<file path="src/rtl/gpr_pkg.sv">
// gpr_pkg: shared types for the general-purpose register file access controller.
//   gpr_state_e : controller FSM states (clear sequence, normal operation)
//   fwd_sel_e   : per-operand source select for a read response
package gpr_pkg;

  typedef enum logic [0:0] {
    StClear,
    StRun
  } gpr_state_e;

  typedef enum logic [1:0] {
    FwdSram,  // pre-existing array contents
    FwdWbA,   // same-cycle writeback A
    FwdWbB,   // same-cycle writeback B (younger, higher priority)
    FwdZero   // hard-wired zero register or out-of-range address
  } fwd_sel_e;

endpackage

</file>
<file path="src/rtl/gpr_port_ctrl_if.sv">
// gpr_port_ctrl_if: pipeline <-> register file controller bundle.
//   Read request : rd_req_valid/rd_req_ready, rd_addr_a/b
//   Read response: rd_rsp_valid (one-cycle pulse), rd_data_a/b
//   Writebacks   : wb_valid_a/b, wb_addr_a/b, wb_data_a/b, wb_ready
//   Status       : init_done
// master = pipeline side, slave = controller side.
interface gpr_port_ctrl_if #(
  parameter int unsigned BUS_WIDTH = 8,
  parameter int unsigned DEPTH     = 8
);
  localparam int unsigned ADDR_W = $clog2(DEPTH);

  logic                 init_done;
  logic                 rd_req_valid;
  logic                 rd_req_ready;
  logic [ADDR_W-1:0]    rd_addr_a;
  logic [ADDR_W-1:0]    rd_addr_b;
  logic                 rd_rsp_valid;
  logic [BUS_WIDTH-1:0] rd_data_a;
  logic [BUS_WIDTH-1:0] rd_data_b;
  logic                 wb_valid_a;
  logic [ADDR_W-1:0]    wb_addr_a;
  logic [BUS_WIDTH-1:0] wb_data_a;
  logic                 wb_valid_b;
  logic [ADDR_W-1:0]    wb_addr_b;
  logic [BUS_WIDTH-1:0] wb_data_b;
  logic                 wb_ready;

  modport master (
    input  init_done, rd_req_ready, rd_rsp_valid, rd_data_a, rd_data_b, wb_ready,
    output rd_req_valid, rd_addr_a, rd_addr_b,
    output wb_valid_a, wb_addr_a, wb_data_a, wb_valid_b, wb_addr_b, wb_data_b
  );

  modport slave (
    output init_done, rd_req_ready, rd_rsp_valid, rd_data_a, rd_data_b, wb_ready,
    input  rd_req_valid, rd_addr_a, rd_addr_b,
    input  wb_valid_a, wb_addr_a, wb_data_a, wb_valid_b, wb_addr_b, wb_data_b
  );

endinterface

</file>
<file path="src/rtl/dual_port_SRAM.sv">
// dual_port_SRAM: register array with two ports, each able to read one address and write
// another in the same cycle. Reads are synchronous and return pre-write data on a
// same-address collision. No reset on the array or read registers.
//   clk                 : clock
//   we_x/waddr_x/wdata_x: port x write
//   re_x/raddr_x        : port x read enable/address
//   rdata_x             : port x read data, valid the cycle after re_x
module dual_port_SRAM #(
  parameter int unsigned BUS_WIDTH = 8,
  parameter int unsigned DEPTH     = 8
) (
  input  logic                       clk,
  input  logic                       we_a,
  input  logic [$clog2(DEPTH)-1:0]   waddr_a,
  input  logic [BUS_WIDTH-1:0]       wdata_a,
  input  logic                       re_a,
  input  logic [$clog2(DEPTH)-1:0]   raddr_a,
  output logic [BUS_WIDTH-1:0]       rdata_a,
  input  logic                       we_b,
  input  logic [$clog2(DEPTH)-1:0]   waddr_b,
  input  logic [BUS_WIDTH-1:0]       wdata_b,
  input  logic                       re_b,
  input  logic [$clog2(DEPTH)-1:0]   raddr_b,
  output logic [BUS_WIDTH-1:0]       rdata_b
);

  logic [BUS_WIDTH-1:0] mem [DEPTH];

  // Single process so both ports can write the array; port b is applied last.
  always_ff @(posedge clk) begin
    if (re_a) rdata_a <= mem[raddr_a];
    if (re_b) rdata_b <= mem[raddr_b];
    if (we_a) mem[waddr_a] <= wdata_a;
    if (we_b) mem[waddr_b] <= wdata_b;
  end

endmodule

</file>
<file path="src/rtl/gpr_port_ctrl.sv">
// gpr_port_ctrl: register file access controller.
// Clears the array two entries per cycle after reset, then serves one two-operand read
// and up to two writebacks per cycle. Same-cycle writebacks are forwarded onto reads
// (B over A), same-address write conflicts keep only B, register 0 can be hard-wired to
// zero, and out-of-range addresses never reach the array.
//   clk, rst_n : clock, asynchronous active-low reset
//   bus        : gpr_port_ctrl_if slave (requests, responses, writebacks, init_done)
module gpr_port_ctrl
  import gpr_pkg::*;
#(
  parameter int unsigned BUS_WIDTH = 8,
  parameter int unsigned DEPTH     = 8,
  parameter int unsigned ZERO_REG  = 1
) (
  input logic            clk,
  input logic            rst_n,
  gpr_port_ctrl_if.slave bus
);

  localparam int unsigned ADDR_W = $clog2(DEPTH);
  localparam logic [ADDR_W:0] DepthW = (ADDR_W + 1)'(DEPTH);

  typedef logic [ADDR_W-1:0]    addr_t;
  typedef logic [BUS_WIDTH-1:0] data_t;

  function automatic logic in_range(addr_t a);
    return {1'b0, a} < DepthW;
  endfunction

  function automatic logic is_zero_reg(addr_t a);
    return (ZERO_REG != 0) && (a == '0);
  endfunction

  function automatic fwd_sel_e pick_src(addr_t ra, logic wa_en, addr_t wa,
                                        logic wb_en, addr_t wb);
    if (!in_range(ra) || is_zero_reg(ra)) return FwdZero;
    if (wb_en && (wb == ra)) return FwdWbB;
    if (wa_en && (wa == ra)) return FwdWbA;
    return FwdSram;
  endfunction

  gpr_state_e      state_q, state_d;
  logic [ADDR_W:0] clr_ptr_q, clr_ptr_d, clr_ptr_p1, clr_ptr_p2;
  logic            run, rd_accept, wb_en_a, wb_en_b;

  logic  sram_we_a, sram_we_b, sram_re_a, sram_re_b;
  addr_t sram_waddr_a, sram_waddr_b, sram_raddr_a, sram_raddr_b;
  data_t sram_wdata_a, sram_wdata_b, sram_rdata_a, sram_rdata_b;

  fwd_sel_e sel_a_d, sel_b_d, sel_a_q, sel_b_q;
  logic     rsp_valid_q;
  data_t    wb_data_a_q, wb_data_b_q, hold_a_q, hold_b_q, rsp_a, rsp_b;

  assign run        = (state_q == StRun);
  assign rd_accept  = bus.rd_req_valid & run;
  assign clr_ptr_p1 = clr_ptr_q + 1'b1;
  assign clr_ptr_p2 = clr_ptr_q + 2'd2;

  // Dropped writebacks (zero register, out of range) are invisible to forwarding too.
  assign wb_en_a = run & bus.wb_valid_a & in_range(bus.wb_addr_a) & ~is_zero_reg(bus.wb_addr_a);
  assign wb_en_b = run & bus.wb_valid_b & in_range(bus.wb_addr_b) & ~is_zero_reg(bus.wb_addr_b);

  always_comb begin
    state_d      = state_q;
    clr_ptr_d    = clr_ptr_q;
    sram_we_a    = 1'b0;
    sram_waddr_a = '0;
    sram_wdata_a = '0;
    sram_we_b    = 1'b0;
    sram_waddr_b = '0;
    sram_wdata_b = '0;
    sram_re_a    = 1'b0;
    sram_raddr_a = '0;
    sram_re_b    = 1'b0;
    sram_raddr_b = '0;
    sel_a_d      = pick_src(bus.rd_addr_a, wb_en_a, bus.wb_addr_a, wb_en_b, bus.wb_addr_b);
    sel_b_d      = pick_src(bus.rd_addr_b, wb_en_a, bus.wb_addr_a, wb_en_b, bus.wb_addr_b);

    unique case (state_q)
      StClear: begin
        sram_we_a    = 1'b1;
        sram_waddr_a = clr_ptr_q[ADDR_W-1:0];
        // Odd DEPTH: the last pair has no second entry.
        sram_we_b    = clr_ptr_p1 < DepthW;
        sram_waddr_b = sram_we_b ? clr_ptr_p1[ADDR_W-1:0] : '0;
        clr_ptr_d    = clr_ptr_p2;
        if (clr_ptr_p2 >= DepthW) state_d = StRun;
      end
      StRun: begin
        // Younger writeback wins a same-address conflict.
        sram_we_a    = wb_en_a & ~(wb_en_b & (bus.wb_addr_a == bus.wb_addr_b));
        sram_waddr_a = wb_en_a ? bus.wb_addr_a : '0;
        sram_wdata_a = bus.wb_data_a;
        sram_we_b    = wb_en_b;
        sram_waddr_b = wb_en_b ? bus.wb_addr_b : '0;
        sram_wdata_b = bus.wb_data_b;
        sram_re_a    = rd_accept & in_range(bus.rd_addr_a);
        sram_raddr_a = sram_re_a ? bus.rd_addr_a : '0;
        sram_re_b    = rd_accept & in_range(bus.rd_addr_b);
        sram_raddr_b = sram_re_b ? bus.rd_addr_b : '0;
      end
      default: ;
    endcase
  end

  always_ff @(posedge clk or negedge rst_n) begin
    if (!rst_n) begin
      state_q     <= StClear;
      clr_ptr_q   <= '0;
      rsp_valid_q <= 1'b0;
      sel_a_q     <= FwdZero;
      sel_b_q     <= FwdZero;
      wb_data_a_q <= '0;
      wb_data_b_q <= '0;
      hold_a_q    <= '0;
      hold_b_q    <= '0;
    end else begin
      state_q     <= state_d;
      clr_ptr_q   <= clr_ptr_d;
      rsp_valid_q <= rd_accept;
      if (rd_accept) begin
        sel_a_q     <= sel_a_d;
        sel_b_q     <= sel_b_d;
        wb_data_a_q <= bus.wb_data_a;
        wb_data_b_q <= bus.wb_data_b;
      end
      if (rsp_valid_q) begin
        hold_a_q <= rsp_a;
        hold_b_q <= rsp_b;
      end
    end
  end

  // Forwarding mux sits after the array read register; inputs are all flops.
  always_comb begin
    rsp_a = '0;
    rsp_b = '0;
    unique case (sel_a_q)
      FwdSram: rsp_a = sram_rdata_a;
      FwdWbA:  rsp_a = wb_data_a_q;
      FwdWbB:  rsp_a = wb_data_b_q;
      FwdZero: rsp_a = '0;
      default: rsp_a = '0;
    endcase
    unique case (sel_b_q)
      FwdSram: rsp_b = sram_rdata_b;
      FwdWbA:  rsp_b = wb_data_a_q;
      FwdWbB:  rsp_b = wb_data_b_q;
      FwdZero: rsp_b = '0;
      default: rsp_b = '0;
    endcase
  end

  assign bus.init_done    = run;
  assign bus.rd_req_ready = run;
  assign bus.wb_ready     = run;
  assign bus.rd_rsp_valid = rsp_valid_q;
  assign bus.rd_data_a    = rsp_valid_q ? rsp_a : hold_a_q;
  assign bus.rd_data_b    = rsp_valid_q ? rsp_b : hold_b_q;

  dual_port_SRAM #(
    .BUS_WIDTH (BUS_WIDTH),
    .DEPTH     (DEPTH)
  ) u_sram (
    .clk     (clk),
    .we_a    (sram_we_a),
    .waddr_a (sram_waddr_a),
    .wdata_a (sram_wdata_a),
    .re_a    (sram_re_a),
    .raddr_a (sram_raddr_a),
    .rdata_a (sram_rdata_a),
    .we_b    (sram_we_b),
    .waddr_b (sram_waddr_b),
    .wdata_b (sram_wdata_b),
    .re_b    (sram_re_b),
    .raddr_b (sram_raddr_b),
    .rdata_b (sram_rdata_b)
  );

endmodule

</file>
<file path="src/flat_wrapper.sv">
// flat-port wrapper written by rule: the top's interface ports become plain ports
module gpr_port_ctrl_flat import gpr_pkg::*;
#(
  parameter int unsigned BUS_WIDTH = 8,
  parameter int unsigned DEPTH     = 8,
  parameter int unsigned ZERO_REG  = 1
)
  (clk, rst_n, bus_init_done, bus_rd_req_ready, bus_rd_rsp_valid, bus_rd_data_a, bus_rd_data_b, bus_wb_ready, bus_rd_req_valid, bus_rd_addr_a, bus_rd_addr_b, bus_wb_valid_a, bus_wb_addr_a, bus_wb_data_a, bus_wb_valid_b, bus_wb_addr_b, bus_wb_data_b);
  gpr_port_ctrl_if #(.BUS_WIDTH(BUS_WIDTH), .DEPTH(DEPTH)) bus_i ();
  input logic clk;
  input logic rst_n;
  output wire logic [$bits(bus_i.init_done)-1:0] bus_init_done;
  output wire logic [$bits(bus_i.rd_req_ready)-1:0] bus_rd_req_ready;
  output wire logic [$bits(bus_i.rd_rsp_valid)-1:0] bus_rd_rsp_valid;
  output wire logic [$bits(bus_i.rd_data_a)-1:0] bus_rd_data_a;
  output wire logic [$bits(bus_i.rd_data_b)-1:0] bus_rd_data_b;
  output wire logic [$bits(bus_i.wb_ready)-1:0] bus_wb_ready;
  input wire logic [$bits(bus_i.rd_req_valid)-1:0] bus_rd_req_valid;
  input wire logic [$bits(bus_i.rd_addr_a)-1:0] bus_rd_addr_a;
  input wire logic [$bits(bus_i.rd_addr_b)-1:0] bus_rd_addr_b;
  input wire logic [$bits(bus_i.wb_valid_a)-1:0] bus_wb_valid_a;
  input wire logic [$bits(bus_i.wb_addr_a)-1:0] bus_wb_addr_a;
  input wire logic [$bits(bus_i.wb_data_a)-1:0] bus_wb_data_a;
  input wire logic [$bits(bus_i.wb_valid_b)-1:0] bus_wb_valid_b;
  input wire logic [$bits(bus_i.wb_addr_b)-1:0] bus_wb_addr_b;
  input wire logic [$bits(bus_i.wb_data_b)-1:0] bus_wb_data_b;
  assign bus_init_done = bus_i.init_done;
  assign bus_rd_req_ready = bus_i.rd_req_ready;
  assign bus_rd_rsp_valid = bus_i.rd_rsp_valid;
  assign bus_rd_data_a = bus_i.rd_data_a;
  assign bus_rd_data_b = bus_i.rd_data_b;
  assign bus_wb_ready = bus_i.wb_ready;
  assign bus_i.rd_req_valid = bus_rd_req_valid;
  assign bus_i.rd_addr_a = bus_rd_addr_a;
  assign bus_i.rd_addr_b = bus_rd_addr_b;
  assign bus_i.wb_valid_a = bus_wb_valid_a;
  assign bus_i.wb_addr_a = bus_wb_addr_a;
  assign bus_i.wb_data_a = bus_wb_data_a;
  assign bus_i.wb_valid_b = bus_wb_valid_b;
  assign bus_i.wb_addr_b = bus_wb_addr_b;
  assign bus_i.wb_data_b = bus_wb_data_b;
  gpr_port_ctrl #(.BUS_WIDTH(BUS_WIDTH), .DEPTH(DEPTH), .ZERO_REG(ZERO_REG)) u_core (.clk(clk), .rst_n(rst_n), .bus(bus_i));
endmodule
</file>
<file path="config.mk">
export PLATFORM = sky130hd
export DESIGN_NAME = gpr_port_ctrl_flat
export DESIGN_NICKNAME = d
export VERILOG_FILES = /design/src/rtl/gpr_pkg.sv /design/src/rtl/gpr_port_ctrl_if.sv /design/src/rtl/dual_port_SRAM.sv /design/src/rtl/gpr_port_ctrl.sv /design/src/flat_wrapper.sv
export SDC_FILE = /design/constraint.sdc
export NUM_CORES = 1
export LEC_CHECK = 0
export BUFFER_PORTS_ARGS = -buffer_cell sky130_fd_sc_hd__buf_2
export CORE_UTILIZATION = 41
export DETAILED_ROUTE_END_ITERATION = 6
export PLACE_DENSITY = 0.55
export SYNTH_ARGS = -nofsm -noshare
export SYNTH_HDL_FRONTEND = slang
export SYNTH_SLANG_ARGS = --single-unit
</file>
<file path="constraint.sdc">
create_clock -name clk -period 2.8 [get_ports clk]
set_input_delay 0.28 -clock clk [delete_from_list [all_inputs] [get_ports clk]]
set_output_delay 0.28 -clock clk [all_outputs]
set_load 0.01 [all_outputs]
</file>
# Word level (Yosys, flattened, before mapping)
# Memory sizes are Yosys's and may differ from the RTL's. A register that Yosys moved wholly into a read port is not among the register bits.
# Index checks and enable logic that the tools add are counted.
# classes
n_reduce_logical,10
bitwise_logic,11
addsub,2
n_eq_ne,11
order_cmp,2
n_mux,48
# op_table
cell,count
$pmux 8 s4,2
$mux 8,4
$mux 2,12
$mux 3,7
$mux 1,19
$eq 3x3->1,5
$logic_not 3->1,4
$pmux 3 s2,2
$eq 2x2->1 const B,4
$and 1x1->1,7
$add 4x1->4 const B,1
$add 4x2->4 const B,1
$eq 2x1->1 const B,2
$ge 4x4->1 const B,1
$logic_and 1x1->1,4
$logic_not 2->1,2
$lt 4x4->1 const B,1
$not 1->1,4
$pmux 1 s2,2
# totals
ramBits,64
wordCells,94
register_bits,42
input_bits,33
mem_count,1
# memory_table
memory,words,width,read_ports,rd_ports_with_merged_regs,wr,line,source
u_core.u_sram.mem,8,8,2,2,2,dual_port_SRAM.sv:27,logic [BUS_WIDTH-1:0] mem [DEPTH];

# Logic depth before layout (Yosys ltp)
# Gate-level depths: netlist of run 1.
# logic_depth
depth_word,11
ltp_mapped,7

# Cells and area by module
# Synthesis of run 1 repeated with hierarchy kept, for this count alone.
# unflattened
cells_unflattened,487
area_unflattened_um2,6762.7
# by_module_without_submodules
module,area_per_inst_um2,instances,seq_area_each_um2,cells_each
dual_port_SRAM,4428.0,1,2402.3,232
gpr_port_ctrl,2334.7,1,1031.0,255

# Worst setup path after synthesis of run 1
# No wires, ideal clock.
# synth_path
path_type,reg2reg
startpoint,reg u_core.state_q (netlist: u_core.bus.init_done)
endpoint,mem u_core.u_sram.mem[1][0] (enable)
arrival_time_ps,1903
setup_ps,384
path_stages_with_launch,6
required_time_ps,2416
path_slack_ps,513
cell_sequence,dfrtp_1 -> buf_4 -> buf_2 -> buf_1 -> nand4_1 -> o21ai_0
# synth_rtl
item,line,source
"start, declared",gpr_port_ctrl.sv:42,"gpr_state_e state_q, state_d;"
"start signal, assigned",gpr_port_ctrl.sv:108,state_q <= StClear;
"start signal, assigned",gpr_port_ctrl.sv:118,state_q <= state_d;
"end, declared",dual_port_SRAM.sv:27,

# Worst setup path after layout of run 1
# layout_path
startpoint,reg u_core.sel_b_q[0]
endpoint,out bus_rd_data_b[2]
# layout_via
elab_chain_cells,3
# layout_lines
item,line,source
"start, declared",gpr_port_ctrl.sv:50,"fwd_sel_e sel_a_d, sel_b_d, sel_a_q, sel_b_q;"
"start signal, assigned",gpr_port_ctrl.sv:112,sel_b_q <= FwdZero;
"start signal, assigned",gpr_port_ctrl.sv:123,sel_b_q <= sel_b_d;
"$eq 2x2->1, or another cell as far along",gpr_port_ctrl.sv:145,unique case (sel_b_q)
$pmux 8 s4 *,gpr_port_ctrl.sv:145,
$mux 8 *,gpr_port_ctrl.sv:159,assign bus.rd_data_b = rsp_valid_q ? rsp_b : hold_b_q;
"end, declared",flat_wrapper.sv:16,output wire logic [$bits(bus_i.rd_data_b)-1:0] bus_rd_data_b;
# Mark *: on every way between the ends. The rest lies on a longest branch, timed or not.

==> flow_metrics.tcl, run 1 <==
set metrics [dict create \
    required_ns 2.52 \
    rr_endpoint "u_core.u_sram.rdata_a[4]$_DFFE_PP_" \
    cp_max_fo 10 \
    crit_end "bus_rd_data_b[2]" \
    drt-pass1-iter-count 5 \
    place_area_um2 7268 \
    slew_viol_final 0 \
    yosysTopAreaCell "edfxtp_1" \
    synthTopCellsByCount "mux2i_1, nand2_1, edfxtp_1" \
    period_needed_ns 2.419 \
    htree_levels 4 \
    antenna_found_initial 0 \
    rows 46 \
    fillers 1456 \
    setup.worst_path.start_class "register" \
    synth.cell_area_um2 6812 \
    ios 53 \
    slew_headroom_pct 21.68 \
    synth-seq-cells 121 \
    fin_tns_setup_ns 0 \
    min-delay-path-class "in2async" \
    intPower_mw 3.721 \
    initial_utilization_pct 42.42 \
    cts-root-buf "clkbuf_16" \
    cts_resized 0 \
    pwr-share-comb_pct 12.5 \
    dieHeight_um 130.9 \
    grt_pass1_wl_um 31060 \
    holdWs_ns 0.01266 \
    die_area_um2 17130 \
    synth_ff_type "edfxtp_1" \
    hpwl_um 14650 \
    ir_drop_v 0.0004534 \
    maxCapViolations 0 \
    seq_area_um2 3435 \
    drt_wl_total_um 20500 \
    syn_nets 693 \
    core_um2 16060 \
    worst_pin_slew_ns 1.163 \
    clock-sinks 121 \
    period_share_pct 86.39 \
    antenna_left 0 \
    gp_congestion 0.8559 \
    clock_skew_ns 0.009142 \
    cts_tree "yes" \
    timing.rr.start "u_core.bus.init_done$_DFF_PN0_" \
    p_sw_mw 1.245 \
    first_global_vias 5255 \
    grt_max_degree 46 \
    path_clk_slew_ns 0.05 \
    yosysUniqueCellTypes 47 \
    drive_gt1_share_pct 17.07 \
    via_per_inst 5.686 \
    finalNetCount 730 \
    initialDrtViolationCount 404 \
    postCtsHoldBufs 0 \
    final_cell_area_um2 7890 \
    path_class "reg2out" \
    synth_edf_count 80 \
    power.density_nw_per_um2 629.4 \
    pwr-share-clk_pct 45.0 \
    track_usage_pct 25.65 \
    cp.arrival_ns 2.14 \
    drc 0 \
    synth.most_common_cell "mux2i_1" \
    post_drt_wl_per_cell_um 22.17 \
    multi_input_area_um2 3080 \
    portBuffers 52 \
    grt_remaining_overflow 0 \
    finalSetupViolCount 0 \
    cts_buffers 17 \
    rrSetupSlack_ns 0.49 \
    critPathLaunch "u_core.sel_b_q[0]$_DFFE_PN1N_" \
    fmax_mhz 413.4 \
    post-cts-setup-buffers 0 \
    cts_max_path_buffers 2 \
    async_flop_share_pct 33.88 \
    synth_top_area_share_pct 35.27 \
    dr_total_vias 5260 \
    sw_frac_of_total_pct 25.07 \
    syn_area_per_cell_um2 10.34 \
    crit_path_end_kind "primary output" \
    rsz0062_at_grt "no" \
    finalCoreUtilization_pct 49.14 \
    worstRegToRegCells 6 \
    antennaDiodeCount 0 \
    power.leakage_nw 3.277 \
    finalHoldViolCount 0 \
    clk_latency_ns 0.43 \
    yosysWarnings 0 \
    p_seq_share_pct 42.5 \
    ys_seq_area_share_pct 50.40 \
    area_delta_synth_final_pct 15.83 \
    status "finished clean" \
    synthTopCellsByArea "edfxtp_1, mux2i_1, dfrtp_1, nand2_1, nor2_1" \
    fp.dieW_um 130.9 \
    synthCells 659 \
]
[how the worst min path moves through the flow]
| stage | from | to |
|---|---|---|
| final | rst_n | u_core.hold_b_q[1]$_DFF_PN0_ |
| after global routing | rst_n | u_core.wb_data_a_q[1]$_DFFE_PN0N_ |
| after CTS | rst_n | u_core.hold_b_q[2]$_DFF_PN0_ |
| after detailed placement | rst_n | u_core.hold_b_q[1]$_DFF_PN0_ |
| after global placement | rst_n | u_core.hold_b_q[2]$_DFF_PN0_ |
| after floorplan | rst_n | u_core.bus.init_done$_DFF_PN0_ |
[metrics by stage]
stage	setup WS, ns	power [mW]	std cells
3_3_place_gp	0.6071	2.745	893
6_report	0.3810	4.966	925
3_5_place_dp	0.5125	2.755	893
2_1_floorplan	0.5132	2.517	659
4_1_cts	0.3374	4.990	925
5_1_grt	0.2076	5.150	925
[cells in the final DEF, fill, tap and decap left out, types with 3 or more instances in the layout]
cell,count
nand4b_1,4
a221oi_1,7
mux2_2,9
dfrtp_1,36
xor2_1,15
nand4_1,4
o221ai_1,8
clkbuf_8,5
a211oi_1,7
o22ai_1,25
clkbuf_16,21
nor3_1,4
clkbuf_1,3
and3_1,4
xnor2_1,3
buf_2,52
buf_4,18
nand2_1,83
nor2_1,68
dfstp_2,4
nand3_1,3
edfxtp_1,80
mux2i_1,95
a21oi_1,44
nor2b_1,35
a31oi_1,9
inv_1,18
o21ai_0,6
a211o_1,8
[cells by family after synthesis]
family	count (synthesis)	synth area share, %
DFF	121	50.40
adders and majority gates	1	0.1837
xor gates and xnor gates	18	2.315
AOI/OAI and AO/OA	124	11.77
muxes	105	15.78
and+or+nand+nor	219	15.10
buffers and inverters	71	4.445
[layer usage]
metal / routed length (um) / up-vias / global-route usage, %
met5: 0 / - / 0
met4: 800 / 0 / 13.46
met3: 1497 / 41 / 6.311
met2: 9328 / 229 / 40.49
met1: 8877 / 2532 / 32.57
li1: - / 2458 / -
[cell type report]
class                      instances  area share (%)
sequential                       121           43.53
inverter                          18          0.8563
multi-input combinational        467           39.04
timing repair buffer              71           5.265
clock buffer                      29           7.675
clock inverter                     3          0.2062
tap                              216           3.425
[critical path: stages, from the launching register on]
cell,delay [ns]
dfstp_2,0.65
nor2b_1,0.51
a21oi_1,0.18
a21oi_1,0.21
buf_2,0.17
[flip-flops by register name (all words and copies together) (netlist names)]
register	flops
u_core.bus.init_done	1
u_core.bus.rd_rsp_valid	1
u_core.clr_ptr_q	3
u_core.hold_a_q	8
u_core.hold_b_q	8
u_core.sel_a_q	2
u_core.sel_b_q	2
u_core.u_sram.mem	64
u_core.u_sram.rdata_a	8
u_core.u_sram.rdata_b	8
u_core.wb_data_a_q	8
u_core.wb_data_b_q	8
[power groups by stage]
stage / Clock (mW) / Sequential [mW] / Combinational (mW)
4_1_cts: 2.26 / 2.11 / 0.618
5_1_grt: 2.35 / 2.12 / 0.684
6_report: 2.24 / 2.11 / 0.620
3_3_place_gp: 0 / 2.14 / 0.605
3_5_place_dp: 0 / 2.14 / 0.613
2_1_floorplan: 0 / 2.09 / 0.422
(Power assumes the default switching activity.)
==> inputs of run 2 (changes only) <==
Settings changed: ABC_AREA from default to 1, CORE_UTILIZATION 41 to 35, PLACE_DENSITY 0.55 to 0.5.
Clock period 2.8 ns to 2.1 ns, I/O delays scaled along.
==> flow_metrics.tcl, run 2 <==
set metrics [dict create \
    cts-root-buf "clkbuf_16" \
    first_global_vias 5712 \
    grt_remaining_overflow 0 \
    worst_pin_slew_ns 0.5076 \
    clk_latency_ns 0.43 \
    synth.most_common_cell "nand2_1" \
    synth_top_area_share_pct 35.27 \
    path_clk_slew_ns 0.06 \
    crit_path_max_incr_delay_ns 0.54 \
    finalNetCount 985 \
    maxCapViolations 0 \
    fmax_mhz 505.3 \
    setup.worst_path.start_class "register" \
    slew_headroom_pct 66.11 \
    async_flop_share_pct 33.88 \
    cts_buffers 17 \
    rows 50 \
    period_share_pct 94.24 \
    portBuffers 52 \
    syn_area_per_cell_um2 7.758 \
    drt_wl_total_um 21850 \
    antenna_left 0 \
    drc 0 \
    antenna_found_initial 0 \
    finalSetupViolCount 0 \
    yosysWarnings 0 \
    track_usage_pct 22.99 \
    die_area_um2 20020 \
    grt_pass1_wl_um 33280 \
    post-cts-setup-buffers 0 \
    synth_edf_count 80 \
    power.leakage_nw 3.912 \
    crit_chain "nand2_1, o22ai_1, a21oi_1, o21ai_0, buf_2" \
    synthTopCellsByCount "nand2_1, inv_1, edfxtp_1" \
    via_per_inst 4.908 \
    final_common_cell "nand2_1" \
    drt-pass1-iter-count 5 \
    gp_congestion 0.8851 \
    path_class "reg2out" \
    fp.dieW_um 141.5 \
    synthCells 878 \
    synth_ff_type "edfxtp_1" \
    dieHeight_um 141.5 \
    min-delay-path-class "in2reg" \
    dr_total_vias 6007 \
    cp_max_fo 5 \
    ir_drop_v 0.0005494 \
    ys_seq_area_share_pct 50.40 \
    antennaDiodeCount 0 \
    finalCoreUtilization_pct 43.51 \
    largest_register_ffs 64 \
    initialDrtViolationCount 449 \
    core_um2 18890 \
    status "finished clean" \
    power.density_nw_per_um2 847.4 \
    crit_path_end_kind "primary output" \
    cts_tree "yes" \
    drive_gt1_share_pct 15.04 \
    yosysTopAreaCell "edfxtp_1" \
    period_needed_ns 1.979 \
    synth-seq-cells 121 \
    crit_buf_inv 1 \
    critPathLaunch "u_core.sel_a_q[1]$_DFFE_PN1N_" \
    timing.rr.start "u_core.bus.init_done$_DFF_PN0_" \
    post_drt_wl_per_cell_um 17.85 \
    slew_viol_final 0 \
    finalHoldViolCount 0 \
    crit_path_top_delay_cell "dfstp_2" \
    required_ns 1.89 \
    hpwl_um 16100 \
    cp.arrival_ns 1.77 \
    cts_max_path_buffers 2 \
    yosysUniqueCellTypes 32 \
    syn_nets 912 \
    synth.cell_area_um2 6812 \
    htree_levels 4 \
    initial_utilization_pct 36.05 \
    synthTopCellsByArea "edfxtp_1, nand2_1, dfrtp_1, o21ai_0, inv_1" \
    clock-sinks 121 \
    fillers 1956 \
    grt_max_degree 54 \
    ios 53 \
    final_cell_area_um2 8220 \
    critPathTopFamily "flip-flops" \
    rsz0062_at_grt "yes" \
    clock_skew_ns 0.01103 \
    hold_start "bus_wb_data_a[2]" \
    final_cell_mix "nand2_1, inv_1, edfxtp_1, o21ai_0, buf_2" \
    top_register "u_core.u_sram.mem" \
    area_delta_synth_final_pct 20.68 \
    place_area_um2 7520 \
]
run 2: cell count changes in the layout (fill, tap and decap cells not counted), moves of 12 or more:
cell,previous run,this run
nor2_1,68,27
xor2_1,15,0
inv_1,18,84
o22ai_1,25,8
a21oi_1,44,32
nand2_1,83,401
o21ai_0,6,69
mux2i_1,95,0
o211ai_1,1,32
nand3_1,3,19
nor2b_1,35,0
run 2: worst min-delay path, stage by stage:
cell and delay [ns]:
buf_2 0.09, nand2_1 0.06, nand2_1 0.05
run 2: timing repair:
item	4_1_cts	5_1_grt
hold buffers	5	0
setup endpoints to repair	0	12
resized for setup	0	4
hold endpoints to repair	43	0
run 2: final timing paths:
kind | end | slack (ns) | cells past startpoint
hold / removal | u_core.wb_data_a_q[2]$_DFFE_PN0N_ | 0.02 | 3
max in group asynchronous | u_core.sel_b_q[0]$_DFFE_PN1N_ | 1.53 | 3
setup / recovery | bus_rd_data_a[0] | 0.12 | 5
min in group asynchronous | u_core.hold_b_q[4]$_DFF_PN0_ | 0.29 | 3
setup reg to reg | u_core.u_sram.mem[7][3]$_DFFE_PP_ | 0.14 | 9
hold reg to reg | u_core.hold_b_q[3]$_DFF_PN0_ | 0.49 | 2
run 2: kinds of logic after synthesis:
family | count (synthesis) | synth area share (%)
simple gates | 464 | 27.08
compound gates | 160 | 14.07
buf+inv | 126 | 7.494
flops | 121 | 50.40
xor+xnor | 6 | 0.7715
fa+ha+maj | 1 | 0.1837
run 2: cell type report:
cell class / count / area, um^2 / share of cell area (%)
Sequential cell: 121 / 3433 / 41.77
Timing Repair Buffer: 88 / 593.1 / 7.215
Multi-Input combinational cell: 631 / 2875 / 34.98
Inverter: 92 / 345.3 / 4.201
Clock buffer: 17 / 425.4 / 5.175
Clock inverter: 15 / 222.7 / 2.709
Tap cell: 260 / 325.3 / 3.957
run 2: metrics by stage:
| stage | hold slack [ns] | std cells | setup slack (ns) | total power [mW] | setup TNS (ns) |
|---|---|---|---|---|---|
| floorplan | -0.08559 | 878 | 0.1019 | 3.361 | 0 |
| global placement | 0.2068 | 1187 | 0.1890 | 3.758 | 0 |
| detailed placement | 0.2113 | 1187 | 0.1502 | 3.760 | 0 |
| CTS | 0.001724 | 1224 | 0.06166 | 6.990 | 0 |
| global route | 0.005665 | 1224 | -0.004827 | 7.209 | -0.004827 |
| finish | 0.01521 | 1224 | 0.1209 | 6.966 | 0 |
run 2: per-layer routing:
layer | GRT usage [%] | share of wire [%] | up-vias
met4 | 8.376 | 2.1 | 0
li1 | - | - | 3014
met1 | 31.10 | 46 | 2795
met5 | 0 | 0 | -
met3 | 3.814 | 5.4 | 28
met2 | 37.10 | 46 | 170
run 2: power by group:
part / internal, mW / leakage (nW) / switching (mW) / total (mW)
registers: 2.71 / 1.24 / 0.0569 / 2.77
clock network: 2.11 / 0.311 / 1.13 / 3.24
logic: 0.307 / 2.36 / 0.649 / 0.956
total: 5.13 / 3.91 / 1.84 / 6.97
